<file path="src/rtl/kitchen_timer_pkg.sv">
// Shared types and constants for the kitchen countdown timer.
// Holds the FSM state, button events, presets and the BCD decrement.
package kitchen_timer_pkg;

  typedef enum logic [2:0] {
    IDLE,
    READY,
    RUN,
    PAUSE,
    ALARM
  } state_t;

  typedef enum logic [1:0] {
    EV_NONE,
    EV_STOP,
    EV_START,
    EV_MODE
  } event_t;

  localparam int DIGIT_W = 4;
  localparam int SEC_W   = 2 * DIGIT_W;

  localparam logic [1:0] PRESET_MIN_1 = 2'd1;
  localparam logic [1:0] PRESET_MIN_2 = 2'd2;
  localparam logic [1:0] PRESET_MIN_3 = 2'd3;
  localparam logic [SEC_W-1:0] PRESET_SEC = 8'h00;

  typedef struct packed {
    logic [1:0]       minute;
    logic [SEC_W-1:0] second;
  } clock_t;

  // One-second BCD down-count; 0:00 stays 0:00.
  function automatic clock_t clock_dec(input clock_t t);
    clock_t r;
    logic [DIGIT_W-1:0] tens;
    logic [DIGIT_W-1:0] units;
    r     = t;
    tens  = t.second[SEC_W-1:DIGIT_W];
    units = t.second[DIGIT_W-1:0];
    if (units != '0) begin
      r.second[DIGIT_W-1:0] = units - DIGIT_W'(1);
    end else if (tens != '0) begin
      r.second[SEC_W-1:DIGIT_W] = tens - DIGIT_W'(1);
      r.second[DIGIT_W-1:0]     = DIGIT_W'(9);
    end else if (t.minute != '0) begin
      r.minute = t.minute - 2'd1;
      r.second = 8'h59;
    end
    return r;
  endfunction

endpackage

</file>
<file path="src/rtl/kitchen_timer_prescaler.sv">
// Divides clk down to a one-cycle tick every TICKS_PER_SEC enabled cycles.
// clear restarts the count so the first tick is a full period away.
module kitchen_timer_prescaler #(
  parameter int TICKS_PER_SEC = 1
) (
  input  logic clk,
  input  logic reset,
  input  logic clear,
  input  logic enable,
  output logic tick
);

  localparam int CW =
    (TICKS_PER_SEC > 1) ? $clog2(TICKS_PER_SEC) : 1;
  localparam logic [CW-1:0] LAST = CW'(TICKS_PER_SEC - 1);

  logic [CW-1:0] cnt;

  always_ff @(posedge clk) begin
    if (reset || clear) begin
      cnt <= '0;
    end else if (enable) begin
      cnt <= (cnt == LAST) ? '0 : cnt + CW'(1);
    end
  end

  assign tick = enable && (cnt == LAST);

endmodule

</file>
<file path="src/rtl/kitchen_timer.sv">
// Three-preset countdown timer: button edges, control FSM
// and the minute/BCD-second down-counter.
module kitchen_timer
  import kitchen_timer_pkg::*;
#(
  parameter int TICKS_PER_SEC = 1
) (
  input  logic             clk,
  input  logic             reset,
  input  logic             stop,
  input  logic             start,
  input  logic             mode_1min,
  input  logic             mode_2min,
  input  logic             mode_3min,
  output logic             alarm,
  output logic [1:0]       minute,
  output logic [SEC_W-1:0] second
);

  logic [4:0] btn;
  logic [4:0] prev;
  logic [4:0] press;
  event_t     ev;
  logic [1:0] preset;

  state_t state_q, state_d;
  clock_t cnt_q, cnt_d, dec;
  logic   alarm_q, alarm_d;
  logic   tick, pre_clear, pre_enable, dec_zero;

  assign btn   = {stop, start, mode_3min, mode_2min, mode_1min};
  assign press = btn & ~prev;

  // Only the highest-priority fresh press is acted on.
  always_comb begin
    ev     = EV_NONE;
    preset = PRESET_MIN_1;
    priority case (1'b1)
      press[4]: ev = EV_STOP;
      press[3]: ev = EV_START;
      press[2]: begin
        ev     = EV_MODE;
        preset = PRESET_MIN_3;
      end
      press[1]: begin
        ev     = EV_MODE;
        preset = PRESET_MIN_2;
      end
      press[0]: begin
        ev     = EV_MODE;
        preset = PRESET_MIN_1;
      end
      default: ;
    endcase
  end

  assign pre_clear  = (state_q == READY || state_q == PAUSE)
                   && (ev == EV_START);
  assign pre_enable = (state_q == RUN) && (ev != EV_STOP);

  kitchen_timer_prescaler #(
    .TICKS_PER_SEC(TICKS_PER_SEC)
  ) u_prescaler (
    .clk   (clk),
    .reset (reset),
    .clear (pre_clear),
    .enable(pre_enable),
    .tick  (tick)
  );

  assign dec      = clock_dec(cnt_q);
  assign dec_zero = (dec == '0);

  always_ff @(posedge clk) begin
    if (reset) begin
      state_q <= IDLE;
      cnt_q   <= '0;
      alarm_q <= 1'b0;
      prev    <= '0;
    end else begin
      state_q <= state_d;
      cnt_q   <= cnt_d;
      alarm_q <= alarm_d;
      prev    <= btn;
    end
  end

  always_comb begin
    state_d = state_q;
    unique case (state_q)
      IDLE: begin
        if (ev == EV_MODE) state_d = READY;
      end
      READY, PAUSE: begin
        unique case (ev)
          EV_MODE:  state_d = READY;
          EV_START: state_d = RUN;
          EV_STOP:  state_d = IDLE;
          default:  ;
        endcase
      end
      RUN: begin
        if (ev == EV_STOP)          state_d = PAUSE;
        else if (tick && dec_zero)  state_d = ALARM;
      end
      ALARM: begin
        unique case (ev)
          EV_MODE: state_d = READY;
          EV_STOP: state_d = IDLE;
          default: ;
        endcase
      end
      default: state_d = IDLE;
    endcase
  end

  always_comb begin
    cnt_d = cnt_q;
    unique case (state_q)
      IDLE: begin
        if (ev == EV_MODE) cnt_d = '{preset, PRESET_SEC};
      end
      READY, PAUSE, ALARM: begin
        if (ev == EV_MODE)      cnt_d = '{preset, PRESET_SEC};
        else if (ev == EV_STOP) cnt_d = '0;
      end
      RUN: begin
        if (ev != EV_STOP && tick) cnt_d = dec;
      end
      default: cnt_d = '0;
    endcase
    alarm_d = (state_d == ALARM);
  end

  assign alarm  = alarm_q;
  assign minute = cnt_q.minute;
  assign second = cnt_q.second;

endmodule

</file>
<file path="config.mk">
export PLATFORM = sky130hd
export DESIGN_NAME = kitchen_timer
export DESIGN_NICKNAME = d
export VERILOG_FILES = /design/src/rtl/kitchen_timer_pkg.sv /design/src/rtl/kitchen_timer_prescaler.sv /design/src/rtl/kitchen_timer.sv
export SDC_FILE = /design/constraint.sdc
export NUM_CORES = 1
export LEC_CHECK = 0
export ABC_CLOCK_PERIOD_IN_PS = 2400
export BUFFER_PORTS_ARGS = -buffer_cell sky130_fd_sc_hd__buf_4
export CAP_MARGIN = 20
export CORE_MARGIN = 10
export CORE_UTILIZATION = 30
export DETAILED_ROUTE_END_ITERATION = 7
export PLACE_DENSITY = 0.55
export SLEW_MARGIN = 40
export SYNTH_ARGS = -nofsm -noshare
export SYNTH_HDL_FRONTEND = slang
export SYNTH_SLANG_ARGS = --single-unit
</file>
<file path="constraint.sdc">
create_clock -name clk -period 2.4 [get_ports clk]
set_clock_uncertainty 0.2 [all_clocks]
set_input_delay 0.24 -clock clk [delete_from_list [all_inputs] [get_ports clk]]
set_output_delay 0.24 -clock clk [all_outputs]
set_load 0.03 [all_outputs]
</file>
==> results.toml <==
[synth]
synth_flop_cell = "dfxtp_1"
ys_seq_area_share_pct = 28.0
synthesis.nets = 179
yosys_warnings = 0
async_flop_share_pct = 0
syn_area_sq_um = 1360
ys_ff_latch = 19
synth_cell_types = 54
synth_edf_count = 0
syn_inst = 169
syn_avg_cell_area_sq_um = 8.03

[final_layout]
final_layout_size_suffix_gt1_share_pct = 24.2
stdcell_count = 250
finalNetCount = 209
multi_input_area_sq_um = 923
syn2layout_area_growth_pct = 24.7
num-fill-cells = 450
layout_common_cells = "29 x buf_4, 18 x dfxtp_1, 16 x nor2_1, 13 x nor2b_1, 13 x nor3_1"
n_antenna_cell = 0
seq_area_sq_um = 382
finish.instance_area_sq_um = 1690
final_common_cell = "buf_4"

[detailed_routing]
viasPerCell = 5.42
drc = 0
routedWlPerCell_um = 15.3
vias = 1356
drtIter0Drc = 76
wirelength_um = 3830
drt_first_pass_iters = 4
detail-route-antenna-nets = 0

[timing]
setup_slack_ns = 0.163
fmax_mhz = 447
period_share_pct = 93.2
slew_viol_final = 0
worst_pin_slew_ns = 0.678
slew_headroom_pct = 54.4
hold_viol = 0
rsz0062_at_grt = "false"
fin_setup_tns_ns = 0
fin_crit_ns = 2.24
finalSetupViolCount = 0

[run_status]
status = "completed"

[global_route]
grt_pass1_vias = 1337
overflow = 0
grt_usage_pct = 10.7
grt.busiest_layer = "met2"
grt_first_pass_wirelength_um = 6670
grt_max_degree = 17
antenna_found_initial = 0
met1_usage_pct = 13.8
met2_usage_pct = 16.6
use_met3_pct = 3.46

[clock_network]
root_buffer = "clkbuf_8"
cts_max_level = 1
clk_latency_ns = 0.26
cts_tree = "done"
postCtsSetupBuffers = 0
cts_sinks = 19
cts_made_buffers = 3
clk_path_buf_depth = 2
clk_pin_slew_ns = 0.08

[worst_setup_path]
critical_path_class = "flop to flop"
end_kind = "flop"
arrival_ns = 2.25
cp_max_fo = 12
r2r_cells = 7
cp-start-kind = "flop"
crit_required_ns = 2.41

[floorplanning]
die_h_um = 87.3
start_util_pct = 31.2
rows = 24
boundaryPins = 18
core-area_sq_um = 4350
fp.dieW_um = 87.3
dieArea_sq_um = 7620

[placement]
dp_slack_ns = 0.0727
place_hpwl_um = 2820
dp.cells = 243
place_congestion = 0.860
post_dp_cell_area_sq_um = 1590
port-buffer-count = 17

[power]
leakagePower_nw = 0.633
vdd_drop_max_mv = 0.336
power_density_nw_per_um2 = 556

[min_path]
hold_path_class = "primary input to flop"
whs_path_depth = 2

[flow_run]
drv_cap = 0
==> per-stage QoR <==
stage / hold WS (ns) / util, % / total power, mW
2_1_floorplan: 0.112 / - / 0.606
3_3_place_gp: 0.262 / 36.5 / 0.695
4_1_cts: 0.00424 / 38.2 / 0.944
3_5_place_dp: 0.264 / 36.5 / 0.695
5_1_grt: 0.0231 / 38.9 / 1.01
6_report: 0.00789 / 38.9 / 0.941
==> cells by family after synthesis <==
| group | share of synthesized area [%] |
|---|---|
| AO/OA/AOI/OAI | 27.7 |
| adder cells (fa/ha/maj) | 2.77 |
| AND/OR/NAND/NOR | 35.6 |
| buffers and inverters | 5.99 |
| flip-flops | 28.0 |
==> state kept, by name, summed over array words and instances, names as in the netlist <==
register / count
alarm: 1
minute: 2
second: 8
prev: 5
state_q: 3
==> report_power, final <==
group	switching, mW	internal, mW	leakage [nW]	total (mW)
clock	0.121	0.119	0.0228	0.239
sequential	0.0197	0.333	0.156	0.352
combinational	0.203	0.146	0.454	0.349
==> critical path, cell delays in order (launching register included) <==
cell and delay, ns:
dfxtp_1 0.31, inv_1 0.09, ha_1 0.17, or3b_4 0.47, a22oi_1 0.26, o21ai_1 0.15, nor4_4 0.36, a2bb2o_4 0.18
==> final timing paths <==
kind	start	to	slack, ns
worst max-delay path	second[0]	state_q[2]	0.16
worst min-delay path	stop	prev[4]	0.008
worst max register to register	second[0]	state_q[2]	0.16
worst min register to register	second[5]	second[5]	0.33
==> routing by layer <==
layer,routed length [um],part of all wire [%]
met5,0,0
met4,34,0.89
met3,284,7.4
met2,1750,46
met1,1750,46
==> cells in the mapped netlist, drive strengths merged, types with 3 or more instances <==
cell    count  share of area, %
nand3       6               2.2
a211oi      3               2.0
nor2       16               4.4
buf         5               3.2
nand2       7               1.9
nor3       13               4.8
dfxtp      19                28
nor2b      13               6.0
nand2b      6               2.8
nor4        3               2.9
a32o        3               2.2
a21oi      10               4.0
ha          3               2.8
or3b        3               1.9
inv         8               2.2
nor3b       3               2.0
o21ai      12               4.4
==> area by class of cell <==
cell class / count / area share [%]
multi-input cells: 135 / 54.5
clock buffers: 4 / 2.66
flip-flops and latches: 19 / 22.5
inverters: 8 / 1.77
repair buffers: 32 / 14.6
well taps: 52 / 3.84
==> repair_timing <==
action,4_1_cts,5_1_grt
resized for setup,0,8
setup endpoints to repair,0,3
hold buffers,3,0
endpoints found under the hold margin,3,0
Power figures use the tool's default switching activity.
